===== src/rtl/fetch_pc_stage.sv =====
// Instruction-fetch stage: program counter, next-PC select, and the IF/ID
// pipeline register (instruction, PC, valid) with a retired-fetch counter.
module fetch_pc_stage #(
  parameter logic [31:0] RESET_PC = 32'h0000_3000,
  parameter logic [31:0] PC_STEP  = 32'd4
) (
  input  logic        clk,
  input  logic        reset,
  input  logic        stall,
  input  logic        flush_d,
  input  logic        redirect_valid,
  input  logic [31:0] redirect_target,
  input  logic [31:0] instr_f,
  output logic [31:0] pc_f,
  output logic [31:0] instr_d,
  output logic [31:0] pc_d,
  output logic        valid_d,
  output logic [31:0] fetch_count
);

  logic [31:0] pc_f_q,        pc_f_d;
  logic [31:0] instr_d_q,     instr_d_d;
  logic [31:0] pc_d_q,        pc_d_d;
  logic        valid_d_q,     valid_d_d;
  logic [31:0] fetch_count_q, fetch_count_d;
  logic [31:0] redirect_pc;

  // Word-align the redirect so the PC can never become misaligned.
  assign redirect_pc = redirect_target & ~32'h0000_0003;

  always_comb begin
    pc_f_d        = pc_f_q;
    instr_d_d     = instr_d_q;
    pc_d_d        = pc_d_q;
    valid_d_d     = valid_d_q;
    fetch_count_d = fetch_count_q;
    if (!stall) begin
      if (redirect_valid) begin
        pc_f_d = redirect_pc;
      end else begin
        pc_f_d = pc_f_q + PC_STEP;
      end
      // The instruction at pc_f is always latched: it is the delay slot on a redirect.
      pc_d_d = pc_f_q;
      if (flush_d) begin
        instr_d_d = '0;
        valid_d_d = 1'b0;
      end else begin
        instr_d_d     = instr_f;
        valid_d_d     = 1'b1;
        fetch_count_d = fetch_count_q + 32'd1;
      end
    end
  end

  always_ff @(posedge clk or posedge reset) begin
    if (reset) begin
      pc_f_q        <= RESET_PC;
      instr_d_q     <= '0;
      pc_d_q        <= '0;
      valid_d_q     <= 1'b0;
      fetch_count_q <= '0;
    end else begin
      pc_f_q        <= pc_f_d;
      instr_d_q     <= instr_d_d;
      pc_d_q        <= pc_d_d;
      valid_d_q     <= valid_d_d;
      fetch_count_q <= fetch_count_d;
    end
  end

  assign pc_f        = pc_f_q;
  assign instr_d     = instr_d_q;
  assign pc_d        = pc_d_q;
  assign valid_d     = valid_d_q;
  assign fetch_count = fetch_count_q;

endmodule


===== config.mk =====
export PLATFORM = sky130hd
export DESIGN_NAME = fetch_pc_stage
export DESIGN_NICKNAME = d
export VERILOG_FILES = /design/src/rtl/fetch_pc_stage.sv
export SDC_FILE = /design/constraint.sdc
export NUM_CORES = 1
export LEC_CHECK = 0
export BUFFER_PORTS_ARGS = -buffer_cell sky130_fd_sc_hd__buf_2
export CORE_MARGIN = 3
export CORE_UTILIZATION = 45
export CTS_BUF_LIST = sky130_fd_sc_hd__clkbuf_16
export DETAILED_ROUTE_END_ITERATION = 10
export PLACE_DENSITY = 0.74
export SETUP_SLACK_MARGIN = 0.1
export SYNTH_ARGS = -nofsm -noshare
export SYNTH_HDL_FRONTEND = slang
export SYNTH_SLANG_ARGS = --single-unit

===== constraint.sdc =====
create_clock -name clk -period 5 [get_ports clk]
set_input_delay 0.5 -clock clk [delete_from_list [all_inputs] [get_ports clk]]
set_output_delay 0.5 -clock clk [all_outputs]
set_load 0.01 [all_outputs]

==> results.md <==
- Number of buffers inserted for hold repair after clock tree synthesis: 0
- Number of warning messages in the yosys log: 0
- Signal arrival time at the worst endpoint: between 2000 and 3000 ps
- Overall routing resource usage: 22.3%
- TritonCTS Buffers: 17
- Synth top area share: 53.4%
- Effective utilization at floorplan: 47.1%
- Library cells used by synthesis: 61
- Vias per inst: 5.68
- Number of levels the H-tree was split into: 4
- Unrepaired setup endpoints after global routing: false
- Final Hold Vio Count: 0
- Worst Hold Path Cells: 2
- Number of buffers on the longest clock path: 2
- Met1 Usage GRT: 29.7%
- Maximum capacitance violations: 0
- Cell with the biggest individual delay on the critical path: or4b_2
- Number of antenna violations at the first check in global routing: 2
- Grt met3 use: under 10%
- Final period util: 45.0%
- Max-slew headroom at the worst pin: 35.3%
- Instance count on the critical path: 5
- Cell area after technology mapping: 5770 um^2
- Worst VDD drop: 250 uV
- Most frequent cells in the layout: buf_2, dfrtp_1, nand2_1, a22o_1, mux2_2
- Port bufs: ~190
- Number of clock sinks seen by CTS: 125
- Maximum number of pins on one net before global-route repair: 81
- Via count of the first global-routing pass: 4942
- Run status: finished clean
- Delay of the slowest critical-path stage: 750 ps
- Library cell occupying the most area in the post-synthesis netlist: dfrtp_1
- DP Worst Slack: 2470 ps
- Max Fclk: 444 MHz
- Top fanout value on the critical path: 10
- Number of cells on the worst reg-to-reg path: 5
- Final Setup Violations: 0
- Global routing's busiest layer: met2
- Non-filler instance count after layout: 882
- Wire length of the first global-routing pass: 25900 um
- Worst clock skew on the final layout: roughly 5.6 ps
- Clock root cell: clkbuf_16
- Die footprint: around 14000 um^2
- Count of buffer and inverter cells on the critical path: 0
- CTS-repair resized insts: 0
- Final slew viol count: 0
- Fraction of registers with async set/reset: 100%
- Critical Path End Type: flip-flop
- Total DRC errors in the routed layout: 0
- I/O pin total: about 200
- P per Cell Area: 388 nW/um^2
- Count of TritonRoute iterations in the first routing pass: 5
- Area growth from synthesis to layout: 27.3%
- Sequential element share of the synthesized area: 54.3%
- DRT iter0 DRCs: around 380
- Detailed-route via count: 5010
- Count of mapped cells out of synthesis: between 500 and 600
- Leading cell type in the layout, fill and taps excluded: buf_2
- Clk slew on worst S/H paths: 50 ps
- Core Box Area: 12300 um^2
- Total power of the final layout: 2.85 mW
- Number of placed instances with taps included: 848
- Startpoint type of the worst setup path: flip-flop
- Nets: 770
- Critical Setup Path Class: reg -> reg
- Cell repeated most along the worst path: nand3_1
- Final global-route overflow total: 0
- Critical path's top delay family: simple AND/OR/NAND/NOR gates
- RD Place Congestion: 0.822
- Number of enable-type register cells in the synthesized netlist: 0
- Leakage power: 3.57 nW
- Class of the worst hold path: in -> reg
- Die boundary height: about 120 um
- Die outline width: 119 um
- Avg Inst Size Synth: 11.1 um^2
- Worst path setup slack after routing: approximately 2700 ps
- Ratio of cells with drive above 1 in the final layout: 37.2%
- Dominant register cell in the synthesized netlist: dfrtp_1
- Routed length per placed instance: 17.6 um
- Worst-Margin Slew: 971 ps
- Synthesis-stage register bit count: about 130
- Total Wirelength: 15500 um
- Half-perimeter wire length of the detailed placement result: 10700 um
- Setup TNS: 0 ps
- Biggest area contributors in the synthesized netlist: dfrtp_1, mux2_2, a22o_1
- Worst-path cell chain: ha_1 -> and4_1 -> nand3_1 -> or4b_2 -> nand3_1
- Latest clock arrival within the worst-skew pair: 410 ps
- Number of post-CTS setup repair buffers: 0
- CTS tree: done
- Final-layout fill cell count: 1041
- Met2 Usage GRT: 34.5%
- Antenna Violating Nets Remaining: 0
- Cell Rows: 40
- Required arrival time at the worst endpoint: 5340 ps
- Min Tclk post-route: 2250 ps
[cells by family (layout without fill, tap and decap cells)]
| group | Yosys count | count (layout) | share of synthesized area (%) |
|---|---|---|---|
| compound gates | 108 | 108 | 13.9 |
| xor+xnor | 31 | 31 | 4.71 |
| fa+ha+maj | 2 | 2 | 0.434 |
| buf+inv | 47 | 238 | 3.51 |
| flops | 125 | 125 | 54.3 |
| mux | 33 | 33 | 6.35 |
| other cells | 1 | 6 | 0.0650 |
| simple gates | 171 | 171 | 16.8 |
[sequential cells by signal (all words and copies together) (netlist names)]
register / flops
fetch_count: 32
instr_d: 32
pc_d: 30
pc_f: 30
valid_d: 1
[cell type report]
class	instances	area, um^2	share of cell area (%)
antenna	2	5.00	0.0681
timing repair buffer	195	988	13.5
sequential	125	3130	42.6
clock inverter	15	91.3	1.24
tap	168	210	2.86
clock buffer	17	425	5.79
multi-input combinational	349	2450	33.4
inverter	11	43.8	0.596
[where the power goes]
group	switching, mW	leakage [nW]	internal [mW]
clock network	0.426	0.277	0.661
logic	0.258	1.74	0.223
registers	0.143	1.55	1.14
[through the flow]
stage	utilization, %	hold slack, ps	cell area [um^2]
finish	59.9	300	7340
global route	59.9	286	7340
global placement	55.6	455	6820
CTS	59.9	284	7340
floorplan	-	504	5780
detailed placement	55.6	452	6820
[synthesized netlist by cell type (all sizes together) (3+ instances only)]
master	number
mux2	29
buf	13
a32oi	3
nand4	17
dfrtp	123
xor2	16
mux2i	4
o21ai	20
nand2	31
o311ai	3
nor4	19
and2	3
or3	5
o211ai	8
a311oi	3
xnor2	15
a22oi	10
nor3	7
and4	10
and3	5
clkbuf	23
a21oi	10
or4	9
inv	11
nor2	29
nand3	27
a22o	31
[per-layer routing]
metal  up-vias  share of wire (%)
li1       2312                  -
met3        31                7.4
met4         0                2.2
met2       221                 47
met1      2446                 43
met5         -                  0
[worst reg2reg max path, stage by stage (launching register included)]
cell and delay [ps]:
dfrtp_1 430, ha_1 270, and4_1 310, nand3_1 310, or4b_2 750, nand3_1 110
[worst paths after layout]
kind / startpoint / slack, ps / end
max: pc_f[3] / 2750 / pc_f[30]
min: instr_f[7] / 300 / instr_d[7]
max reg2reg: pc_f[3] / 2750 / pc_f[30]
min reg2reg: fetch_count[31] / 470 / fetch_count[31]
max in group asynchronous: reset / 3540 / instr_d[1]
min in group asynchronous: reset / 320 / pc_d[30]
Note: power is estimated with default switching activity, not from simulation.
